`config.mk`:
```
export PLATFORM = sky130hd
export DESIGN_NAME = fetch_pc_ctrl
export DESIGN_NICKNAME = d
export VERILOG_FILES = /design/src/rtl/fetch_pkg.sv /design/src/rtl/fetch_pc_ctrl_jump_lut.sv /design/src/rtl/fetch_pc_ctrl.sv
export SDC_FILE = /design/constraint.sdc
export NUM_CORES = 1
export LEC_CHECK = 0
export ABC_AREA = 1
export CORE_MARGIN = 2
export CORE_UTILIZATION = 46
export DETAILED_ROUTE_END_ITERATION = 8
export GPL_ROUTABILITY_DRIVEN = 0
export GPL_TIMING_DRIVEN = 0
export PLACE_DENSITY = 0.86
export RECOVER_POWER = 25
export SLEW_MARGIN = 20
export SYNTH_ARGS = -nofsm -noshare
export SYNTH_HDL_FRONTEND = slang
export SYNTH_SLANG_ARGS = --single-unit
```
`constraint.sdc`:
```
create_clock -name clk -period 1.7 [get_ports clk]
set_input_delay 0.255 -clock clk [delete_from_list [all_inputs] [get_ports clk]]
set_output_delay 0.255 -clock clk [all_outputs]
set_load 0.02 [all_outputs]
```
`src/rtl/fetch_pkg.sv`:
```
// Shared types and constants for the fetch sequencer: PC width, branch offset
// width, FSM state encoding, and the jump-target map.
package fetch_pkg;

  localparam int PC_W  = 9;
  localparam int OFF_W = 6;
  localparam int LUT_W = 3;

  typedef enum logic [1:0] {IDLE, RUN, HALTED} fetch_state_t;

  typedef logic [PC_W-1:0] pc_t;

  localparam pc_t JUMP_TABLE [2**LUT_W] = '{
    9'd10, 9'd20, 9'd37, 9'd128, 9'd200, 9'd300, 9'd400, 9'd509
  };

endpackage

```
`src/rtl/fetch_pc_ctrl_jump_lut.sv`:
```
// Jump-target lookup: combinational read of JUMP_TABLE, no state.
module jump_lut
  import fetch_pkg::*;
(
  input  logic [LUT_W-1:0] idx,
  output pc_t              target
);

  assign target = JUMP_TABLE[idx];

endmodule

```
`src/rtl/fetch_pc_ctrl.sv`:
```
// Fetch PC sequencer: registered ROM address, next PC is visible one cycle after the controls are sampled.
// Optional FETCH_INSTR_COUNT_EN adds a saturating count of PC advances in RUN.
module fetch_pc_ctrl
  import fetch_pkg::*;
#(
  parameter pc_t START_ADDR = '0
) (
  input  logic             clk,
  input  logic             reset,
  input  logic             start,
  input  logic             stall,
  input  logic             branch_taken,
  input  logic             abs_jump,
  input  logic [OFF_W-1:0] rel_offset,
  input  logic [LUT_W-1:0] target_idx,
  input  logic             halt,
  output pc_t              prog_ctr,
  output logic             running,
  output logic             done
`ifdef FETCH_INSTR_COUNT_EN
  ,
  output logic [15:0]      instr_count
`endif
);

  fetch_state_t state;
  pc_t          lut_target;
  pc_t          off_ext;
  pc_t          next_pc;

  jump_lut u_jump_lut (
    .idx    (target_idx),
    .target (lut_target)
  );

  assign off_ext = {{(PC_W-OFF_W){rel_offset[OFF_W-1]}}, rel_offset};

  // Sums are truncated to PC_W, so wrap-around modulo 2**PC_W is implicit.
  always_comb begin
    next_pc = prog_ctr + pc_t'(1);
    if (branch_taken) begin
      if (abs_jump) next_pc = lut_target;
      else          next_pc = prog_ctr + off_ext;
    end
  end

  always_ff @(posedge clk or posedge reset) begin
    if (reset) begin
      state    <= IDLE;
      prog_ctr <= START_ADDR;
    end else begin
      case (state)
        IDLE, HALTED: begin
          if (start) begin
            state    <= RUN;
            prog_ctr <= START_ADDR;
          end
        end
        RUN: begin
          if (halt)        state    <= HALTED;
          else if (!stall) prog_ctr <= next_pc;
        end
        default: state <= IDLE;
      endcase
    end
  end

  assign running = (state == RUN);
  assign done    = (state == HALTED);

`ifdef FETCH_INSTR_COUNT_EN
  logic advance;
  assign advance = running && !halt && !stall;

  always_ff @(posedge clk or posedge reset) begin
    if (reset) begin
      instr_count <= '0;
    end else if (start && !running) begin
      instr_count <= '0;
    end else if (advance && instr_count != 16'hFFFF) begin
      instr_count <= instr_count + 16'd1;
    end
  end
`endif

endmodule

```
## Yosys cells after proc, flatten, opt, wreduce, memory -nomap -nowiden

Memories as Yosys holds them, arrays and structs flattened.
Index checks and enable logic that the tools add are counted.

- Bitwise gates (word level): 1
- Magnitude comparators: 1
- Equality and inequality tests: 6
- $add $sub $neg: 2
- $mul: 0
- Div/mod/pow operators: 0
- Reductions and logical operators: 5
- Mux-type cells: 11
- Shift operators: 0

Operators with widths:

| cell | number |
|---|---|
| $mux W9 | 7 |
| $pmux W9 S2 | 1 |
| $add A9 B1 Y9 const B | 1 |
| $add A9 B9 Y9 | 1 |
| $ne A2 B2 Y1 const B | 4 |
| $ge A4 B4 Y1 const B | 1 |
| $mux W2 | 2 |
| $not A3 Y4 | 1 |
| $pmux W2 S2 | 1 |
| $reduce_and A4 Y1 | 1 |
| $eq A2 B1 Y1 const B | 1 |
| $eq A2 B2 Y1 const B | 1 |
| $logic_not A2 Y1 | 1 |
| $reduce_and A2 Y1 | 1 |
| $reduce_bool A2 Y1 | 1 |
| $reduce_or A2 Y1 | 1 |

- Output and inout port bits: 11
- Bits in registers: 11
- Bits of input ports: 16
- Memories: 1
- Bits in latches: 0
- RAM bits: 0
- Bits in read-only memories: 72
- Word-level logic and storage cells: 29

Memories:

| name | depth | width | read ports | clocked after Yosys merged registers in | wr ports | line | source |
|---|---|---|---|---|---|---|---|
| (no name shown) | 8 | 9 | 1 | 0 | 0 | fetch_pc_ctrl_jump_lut.sv:9 | `assign target = JUMP_TABLE[idx];` |

## Longest topological paths before layout

Gate-level depths: netlist of run 1.

- Depth in word-level cells: 9
- Depth in mapped cells: 13
- Depth with buffers taken out: 13

## Cells and area by module

A second synthesis of run 1 with hierarchy kept.

- Cells, all modules: 226
- Area, all modules: 1325.0 um^2

Modules (own cells, without submodules):

| module | area each (um^2) | seq. area each (um^2) | cells each | instances |
|---|---|---|---|---|
| fetch_pc_ctrl | 1192.4 | 275.3 | 201 | 1 |
| jump_lut | 132.6 | 0.0 | 25 | 1 |

## Worst setup path after synthesis of run 1

OpenSTA, ideal clock, no wires.

- Path kind: reg2reg
- Start: register prog_ctr[0]
- End: register prog_ctr[8]
- Required time: 1583 ps
- Arrival: 1681 ps
- Path slack: -97 ps
- Stages on the path, launching flop included: 13
- Path through: dfrtp_1 -> ha_1 -> fa_1 -> nand2_1 -> nand2_1 -> nand3_1 -> nand3_1 -> nand2_1 -> nand2_1 -> nand2_1 -> nand2_1 -> nand2_1 -> nand2_1

- Longest elaborated chain between the ends: 6
- Elaborated cells between the ends (all ways): 7
- Those cells by class: add/sub (2); mux (5)

Ends and longest elaborated chain:

| what | line | source |
|---|---|---|
| start: declaration | fetch_pc_ctrl.sv:17 | `output pc_t prog_ctr,` |
| start signal: assignment | fetch_pc_ctrl.sv:61 | `else if (!stall) prog_ctr <= next_pc;` |
| $add A9 B9 Y9 | fetch_pc_ctrl.sv:43 | `else next_pc = prog_ctr + off_ext;` |
| $mux W9 | fetch_pc_ctrl.sv:42 | `if (abs_jump) next_pc = lut_target;` |
| $mux W9 * | fetch_pc_ctrl.sv:41 | `if (branch_taken) begin` |
| $mux W9 * | fetch_pc_ctrl.sv:61 |  |
| $mux W9 * | fetch_pc_ctrl.sv:60 | `if (halt) state <= HALTED;` |
| $pmux W9 S2 * | fetch_pc_ctrl.sv:52 | `case (state)` |

Every way passes the cells marked *; elsewhere a longest branch is shown, timed or not. The select of a mux whose other input is x is not followed.
A chain may end at the register's enable or synchronous reset.

## Worst setup path in the final report of run 1

- Start: register prog_ctr[0]
- End: register prog_ctr[2]

Same word-level chain as after synthesis.

==> run summary, run 1 <==
Outcome: finished with violations
Violated checks: setup timing
Gr ovfl total: 0
Ratio of cells with drive above 1 in the final layout: 0.148
Via density: 5.16
Core footprint: 2730 um^2
Commonest non-fill, non-tap cells in the layout: nand2_1, inv_1, clkdlybuf4s50_1
Mean routed wirelength per cell: 12.2 um
Cell count of the worst reg-to-reg path: 8
Routing usage on met3: 0.0544
Design Power: 1.87 mW
# fillers: 235
Worst-Margin Slew: 399 ps
Worst skew pair latency: 270 ps
Clk sinks: 11
Root buffer cell: clkbuf_4
Compound-Gate Fraction of Synth Area: 0.125
Detail Route Antenna Nets: 0
R2R setup slack: -100 ps
Crit-path max FO: 2
Synth Register Bits: 11
Antenna diodes: 0
Die X: 57.3 um
Commonest non-fill, non-tap cell in the layout: nand2_1
Critical path type: flop to flop
Reg clk slew, reported paths: 60 ps
R2r startpoint: prog_ctr[0]$_DFFE_PP0P_
CP Capture Type: flop
Placed cells: 271
Multiplexer share of the synthesized area: 0
Slew headroom: 0.734
WP data arrival: 1950 ps
CP required: 1850 ps
GR Layer Usage met2: 0.384
CTS tree: yes
Final setup viols: 4
All-layer global routing usage: 0.212
Vias in the first global route: 1,296
Fin cells: 281
First-pass GRT wire length: 5470 um
Fmax achieved: 0.555 GHz
Worst Setup SP: prog_ctr[0]$_DFFE_PP0P_
Synth cell types: 22
Row count: 19
RSZ-0062 raised after global routing: true
Startpoint Class: flop
Adder-cell area share of the yosys netlist: 0.149
Drt drc: 0
Initial drt markers: 69
Area of the mapped netlist: 1310 um^2
Tmin final: 1800 ps
Final WS setup: -102 ps
Slew Limit Fails: 0
Simple-Gate Fraction of Synth Area: 0.358
Die height: 57.3 um
H-tree Lvls: 1
Die area: 3290 um^2
I/O Pins: 27
Post-Synth XOR/XNOR Area: 0.0268
Core Util, Final: 0.654
Synth area leaders: dfrtp_1, nand2_1, ha_1, inv_1, nand3_1
Synth warn: 0
Static Leak: 0.962 nW
DRT Pass-1 Iters: 4
Sum Neg Setup Slack: -159 ps
Antenna violations before repair: 0
GRT met1 Usage: 0.253
Max-cap violations: 0
RR Endpoint: prog_ctr[2]$_DFFE_PP0P_
Largest net degree at the start of global routing: 12
IO buf count: 26
Cell taking the most area after synthesis: dfrtp_1
Hold_buf cts: 0
Maximum vdd drop: 1.05 mV
Largest family of logic cells by synthesized area: simple AND/OR/NAND/NOR gates
Placed wire-length estimate: 2380 um
Synth Area per Inst: 6.11 um^2
Layout Skew: 1.37 ps
Area added between synthesis and finish: 36.8%
Final Cycle Share: 1.06
Syn Nets: 245
Hold/Removal Path Class: primary input to async pin
Total Wirelength: 3420 um
Final hold violations: 0
Via Count: 1,451
Layout Nets: 282
P per Cell Area: 1050 nW/um^2
Starting density of the core: 0.478
Synthesized instance count: 214
Deepest clock path buffer count: 2
Register area share after synthesis: 0.211
Cts bufs inserted: 3
Top cell type's share of synthesized area: 0.211
Busiest grt layer: met2
Critical path endpoint: prog_ctr[2]$_DFFE_PP0P_
-- critical path, stage by stage, from the launching register on --
cell and delay (ps):
dfrtp_2 430, ha_4 170, fa_2 350, buf_4 140, buf_4 120, o21ai_0 200
nand3_1 120, nand2_1 80, o21ai_0 70
-- state kept, by name, summed over array words and instances, names as in the netlist --
| register | cells |
|---|---|
| prog_ctr | 9 |
| state | 2 |
-- timing repair --
item,CTS,global route
buffers inserted,3,3
gates resized for setup,11,13
pin swaps,1,4
endpoints found under the setup margin,6,9
-- worst min-delay path by stage --
stage,end,slack (ps)
6_report,prog_ctr[4]$_DFFE_PP0P_,400
5_1_grt,prog_ctr[3]$_DFFE_PP0P_,450
4_1_cts,prog_ctr[4]$_DFFE_PP0P_,270
3_5_place_dp,state[0]$_DFFE_PP0P_,540
3_3_place_gp,state[0]$_DFFE_PP0P_,530
2_1_floorplan,prog_ctr[1]$_DFFE_PP0P_,110
-- per-stage QoR --
step	worst slack, ps	instance area [um^2]	hold WS, ps
after floorplan	13.4	1310	107
after global placement	-335	1610	534
after detailed placement	-359	1610	538
after CTS	-14.7	1720	273
after global routing	-192	1790	448
final	-102	1790	401
-- report_power, final --
group          switching, mW  internal (mW)
clock network         0.0834         0.0910
logic                  0.661          0.557
registers              0.135          0.344
total                  0.879          0.991
-- synth_stat cells --
library cell and instances:
a21oi_1 11, dfrtp_1 11, dlymetal6s2s_1 1, fa_1 1
ha_1 14, inv_1 39, inv_2 3, nand2_1 72
nand2_2 1, nand2_4 1, nand3_1 21, nand3b_1 1
nand4_1 1, nor2_1 9, nor3_1 3, o21ai_0 15
o21ai_2 1, o22ai_1 2, o22ai_2 1, or2_2 2
xnor2_1 1, xor2_1 3
-- per-layer routing --
| metal | vias to the layer above | wire length (um) |
|---|---|---|
| met4 | 0 | 49 |
| met3 | 4 | 178 |
| met2 | 46 | 1740 |
| li1 | 745 | - |
| met5 | - | 0 |
| met1 | 656 | 1450 |
-- cells by family (layout without fill, tap and decap cells) --
kind of cell	after synthesis	after routing
xor gates and xnor gates	4	4
buffers and inverters	43	79
and+or+nand+nor	111	111
adders and majority gates	15	15
DFF	11	11
AOI/OAI and AO/OA	30	30
-- cell type report --
cell class                      count  area, um^2  area share
Clock buffer                        4        26.3      0.0147
Inverter                           42         158      0.0881
Multi-Input combinational cell    160         972       0.543
Buffer                              1        12.5     0.00699
Timing Repair Buffer               32         303       0.169
Sequential cell                    11         279       0.156
Tap cell                           31        38.8      0.0217
(Power assumes the default switching activity.)
==> run 2, diff against run 1 <==
--- a/config.mk
+++ b/config.mk
@@ -6,7 +6,6 @@
 export NUM_CORES = 1
 export LEC_CHECK = 0
 export ABC_AREA = 1
-export CORE_MARGIN = 2
 export CORE_UTILIZATION = 46
 export DETAILED_ROUTE_END_ITERATION = 8
 export GPL_ROUTABILITY_DRIVEN = 0
==> run 2 against run 1 <==
Net effect: the run still ends with setup timing left; via count is 3.3% lower; register-to-register slack improved by 90 ps; clock power hardly changed; core utilization rose by 2.5 points; worst hold slack improved by 4.7 ps; maximum frequency is 5.0% higher; global-route usage is 0.74 points higher; clock skew hardly changed; power down 1.9%; die area decreased by 6.9%.
==> run summary, run 2 (same netlist as run 1, synthesis figures left out) <==
Outcome: finished with violations
Violated checks: setup timing
Clk sinks: 11
Max-cap violations: 0
Row count: 18
All-layer global routing usage: 0.220
Finished Cell Area: 1760 um^2
CP Capture Type: flop
Max FFs per register: 9
Ratio of cells with drive above 1 in the final layout: 0.142
Core footprint: 2590 um^2
Tmin final: 1720 ps
Layout Nets: 278
H-tree Lvls: 1
Via Count: 1,403
Total Wirelength: 3260 um
Deepest clock path buffer count: 2
IO buf count: 26
Die height: 55.3 um
Fmax achieved: 0.583 GHz
WP data arrival: 1880 ps
Cts bufs inserted: 3
Largest Register: prog_ctr
Sum Neg Setup Slack: -27.4 ps
Root buffer cell: clkbuf_4
Psw: 0.868 mW
Design Power: 1.83 mW
WHS: 406 ps
DRT Pass-1 Iters: 4
Area added between synthesis and finish: 34.5%
Static Leak: 0.933 nW
Startpoint Class: flop
RSZ-0062 raised after global routing: true
Placed wire-length estimate: 2400 um
Power share of the combinational group: 0.642
CTS tree: yes
Antenna diodes: 0
Sequential Power Share: 0.263
Critical path type: flop to flop
Worst skew pair latency: 270 ps
Largest net degree at the start of global routing: 12
Commonest non-fill, non-tap cells in the layout: nand2_1, inv_1, clkdlybuf4s50_1
Gr ovfl total: 0
Power Internal: 0.967 mW
I/O Pins: 27
First-pass GRT wire length: 5410 um
Reg clk slew, reported paths: 60 ps
R2R setup slack: -20 ps
Final WS setup: -15.7 ps
Hold/Removal Path Class: primary input to async pin
Vias in the first global route: 1,205
Crit-path max FO: 3
Layout Skew: 1.40 ps
Via density: 5.08
Mean routed wirelength per cell: 11.8 um
Worst-Margin Slew: 408 ps
Switch share: 0.473
P per Cell Area: 1040 nW/um^2
Largest regs: prog_ctr: 9 flops, state: 2 flops
Die X: 55.3 um
Maximum vdd drop: 0.959 mV
Cell count of the worst reg-to-reg path: 12
Drt drc: 0
Slew Limit Fails: 0
Slew headroom: 0.728
Initial drt markers: 45
Cell Area, Placed: 1610 um^2
Final setup viols: 2
Antenna violations before repair: 0
Starting density of the core: 0.505
Final hold violations: 0
CP required: 1860 ps
Detail Route Antenna Nets: 0
Clock power share: 0.095
Commonest non-fill, non-tap cell in the layout: nand2_1
Final Cycle Share: 1.01
Hold_buf cts: 0
Die area: 3060 um^2
-- run 2: through the flow --
step / utilization / setup slack (ps) / std cells
after floorplan: - / 13.4 / 214
final: 0.679 / -15.7 / 276
after detailed placement: 0.622 / -327 / 270
after global routing: 0.679 / -172 / 276
after CTS: 0.650 / -7.41 / 275
after global placement: 0.622 / -305 / 270
-- run 2: timing repair --
item | in CTS | in global routing
endpoints found under the setup margin | 6 | 8
pin swaps | 0 | 1
buffers inserted | 1 | 1
resized for setup | 12 | 13
-- run 2: area by class of cell --
cell class	count	area (um^2)
plain buffers	1	12.5
clock buffers	4	26.3
fillers	234	831
inverters	42	158
multi-input cells	160	970
flip-flops and latches	11	282
well taps	30	37.5
repair buffers	28	274
-- run 2: worst paths after layout --
kind | from | end
max in group asynchronous | reset | prog_ctr[1]$_DFFE_PP0P_
max reg2reg | prog_ctr[0]$_DFFE_PP0P_ | prog_ctr[8]$_DFFE_PP0P_
min reg2reg | state[0]$_DFFE_PP0P_ | state[0]$_DFFE_PP0P_
min in group clk | state[0]$_DFFE_PP0P_ | state[0]$_DFFE_PP0P_
max | prog_ctr[0]$_DFFE_PP0P_ | prog_ctr[8]$_DFFE_PP0P_
min | reset | prog_ctr[7]$_DFFE_PP0P_
-- run 2: power by group through the flow --
stage	Combinational, mW	Clock, mW	Sequential (mW)
6_report	1.18	0.174	0.483
5_1_grt	1.32	0.203	0.495
4_1_cts	1.08	0.182	0.474
3_5_place_dp	1.02	0	0.475
3_3_place_gp	0.995	0	0.472
2_1_floorplan	0.616	0	0.525
-- run 2: worst max-delay path, stage by stage (launching register included) --
cell and delay, ps:
dfrtp_2 440, ha_4 170, fa_2 360, nand2_2 90
nand2_4 70, nand3_2 90, nand3_2 70, nand2_1 70
nand2_1 40, nand2_1 50, nand2_1 50, nand2_1 70
nand2_1 40
-- run 2: routing by layer --
layer	track usage	vias up	part of all wire
met3	0.0515	4	0.038
met1	0.293	622	0.47
li1	-	738	-
met5	0	-	0
met4	0.0393	0	0.0077
met2	0.365	39	0.49
==> run 3, diff against run 2 <==
--- a/config.mk
+++ b/config.mk
@@ -6,7 +6,9 @@
 export NUM_CORES = 1
 export LEC_CHECK = 0
 export ABC_AREA = 1
+export CORE_ASPECT_RATIO = 0.6
 export CORE_UTILIZATION = 46
+export CTS_CLUSTER_SIZE = 30
 export DETAILED_ROUTE_END_ITERATION = 8
 export GPL_ROUTABILITY_DRIVEN = 0
 export GPL_TIMING_DRIVEN = 0
==> run 3 against run 2 <==
Net effect: the flow finishes with violations (DRC, setup timing); design area rose by 0.85%; first-iteration DRC count rose by 140%; maximum frequency fell by 0.52%; power rose by 3.9%; critical path type unchanged; critical endpoint unchanged; non-clock buffer count did not move; largest cell class unchanged.
==> run summary, run 3 (same netlist as run 1, synthesis figures left out) <==
Crit-path max FO: 3
Layout Nets: 278
Switch share: 0.461
Power share of the combinational group: 0.611
DRT Pass-1 Iters: 8
Area added between synthesis and finish: 35.7%
Largest net degree at the start of global routing: 12
Worst skew pair latency: 240 ps
Placed wire-length estimate: 2490 um
Final Cycle Share: 1.01
CP required: 1830 ps
Hold/Removal Path Class: primary input to async pin
Worst-Margin Slew: 412 ps
Crit-path max cell delay: 420 ps
I/O Pins: 27
Starting density of the core: 0.504
P per Cell Area: 1070 nW/um^2
Layout Skew: 2.52 ps
CP Capture Type: flop
WP data arrival: 1850 ps
Critical path buffers and inverters: 0
Sequential Power Share: 0.252
CP top delay family: simple AND/OR/NAND/NOR gates
Static Leak: 0.971 nW
H-tree Lvls: 1
R2R setup slack: -20 ps
Maximum vdd drop: 0.652 mV
# fillers: 222
Initial drt markers: 108
Largest regs: prog_ctr: 9 flops, state: 2 flops
Tmin final: 1720 ps
Max stage delay cell, worst path: dfrtp_2
Cts bufs inserted: 3
Antenna violations before repair: 0
Root buffer cell: clkbuf_8
Violated checks: DRC, setup timing
Cell count of the worst reg-to-reg path: 12
Mean routed wirelength per cell: 11.9 um
Final hold violations: 0
R2r startpoint: prog_ctr[0]$_DFFE_PP0P_
CTS tree: yes
Die area: 3070 um^2
Die height: 43.3 um
Slew Limit Fails: 0
Ratio of cells with drive above 1 in the final layout: 0.126
IO buf count: 26
Antenna diodes: 0
Detail Route Antenna Nets: 0
Critical-path cell list: ha_4 -> fa_2 -> nand2_2 -> nand2_4 -> nand3_2 -> nand3_1 -> nand2_1 -> nand2_1 -> nand2_1 -> nand2_1 -> nand2_1 -> nand2_1
Outcome: finished with violations
Total Wirelength: 3310 um
Final WS setup: -24.7 ps
Sum Neg Setup Slack: -62.4 ps
Cell Area, Placed: 1610 um^2
Via Count: 1,405
Hold_buf cts: 0
Max FFs per register: 9
Clk sinks: 11
Core footprint: 2590 um^2
Fin cells: 278
Critical path type: flop to flop
Reg clk slew, reported paths: 50 ps
All-layer global routing usage: 0.229
Largest Register: prog_ctr
Row count: 14
Finished Cell Area: 1770 um^2
Via density: 5.05
Gr ovfl total: 0
Psw: 0.880 mW
Commonest non-fill, non-tap cells in the layout: nand2_1, inv_1, clkdlybuf4s50_1
Cell repeated most along the worst path: nand2_1
Fmax achieved: 0.580 GHz
WHS: 451 ps
RSZ-0062 raised after global routing: true
Deepest clock path buffer count: 2
RR Endpoint: prog_ctr[8]$_DFFE_PP0P_
Max-cap violations: 0
Drt drc: 2
First-pass GRT wire length: 5280 um
Power Internal: 1.03 mW
Slew headroom: 0.725
Startpoint Class: flop
Commonest non-fill, non-tap cell in the layout: nand2_1
Placed cells: 272
Pre-CTS WS: -336 ps
Die X: 70.8 um
Vias in the first global route: 1,173
Final setup viols: 3
Clock power share: 0.137
-- run 3: changes by cell type in the layout (fill, tap and decap cells not counted), sizes merged --
cell / delta
clkdlybuf4s50: -2
dlymetal6s2s: +2
-- run 3: stage by stage --
step	utilization	power [mW]
final	0.684	1.91
after global routing	0.684	2.08
after CTS	0.663	1.83
after detailed placement	0.623	1.49
after global placement	0.623	1.47
after floorplan	-	1.14
-- run 3: cell type report --
class | instances | area (um^2) | share of cell area
Buffer | 1 | 12.5 | 0.00705
Clock buffer | 4 | 45.0 | 0.0254
Inverter | 42 | 158 | 0.0889
Multi-Input combinational cell | 160 | 962 | 0.542
Sequential cell | 11 | 278 | 0.157
Tap cell | 32 | 40.0 | 0.0226
Timing Repair Buffer | 28 | 279 | 0.157
-- run 3: timing repair --
action | in CTS | in global routing
pin swaps | 1 | 3
resized for setup | 9 | 14
hold endpoints to repair | 0 | 0
setup buffers | 2 | 0
setup endpoints to repair | 5 | 9
-- run 3: metal layers --
layer / GRT usage / share of wire
met1: 0.357 / 0.50
met2: 0.300 / 0.41
met3: 0.0594 / 0.078
met4: 0.0600 / 0.011
met5: 0 / 0
-- run 3: worst max path at each step --
stage                                 start                 endpoint  slack [ps]  cells after the start
floorplan           prog_ctr[0]$_DFFE_PP0P_  prog_ctr[8]$_DFFE_PP0P_          10                     12
global placement              rel_offset[0]  prog_ctr[8]$_DFFE_PP0P_        -320                     13
detailed placement            rel_offset[5]  prog_ctr[8]$_DFFE_PP0P_        -340                     13
CTS                 prog_ctr[0]$_DFFE_PP0P_  prog_ctr[8]$_DFFE_PP0P_         -30                     12
global route        prog_ctr[0]$_DFFE_PP0P_  prog_ctr[8]$_DFFE_PP0P_        -160                     12
finish              prog_ctr[0]$_DFFE_PP0P_  prog_ctr[8]$_DFFE_PP0P_         -20                     12
-- run 3: power groups by stage --
stage               registers (mW)  logic (mW)  clock network [mW]
detailed placement           0.472        1.02                   0
global route                 0.495        1.30               0.290
finish                       0.480        1.16               0.262
CTS                          0.470        1.10               0.268
floorplan                    0.525       0.616                   0
global placement             0.467       0.999                   0
-- run 3: worst reg2reg max path, delay by kind of cell, from the launching register on --
kind / cells / cell delay (ps)
adders and majority gates: 2 / 530
DFF: 1 / 420
and+or+nand+nor: 10 / 660
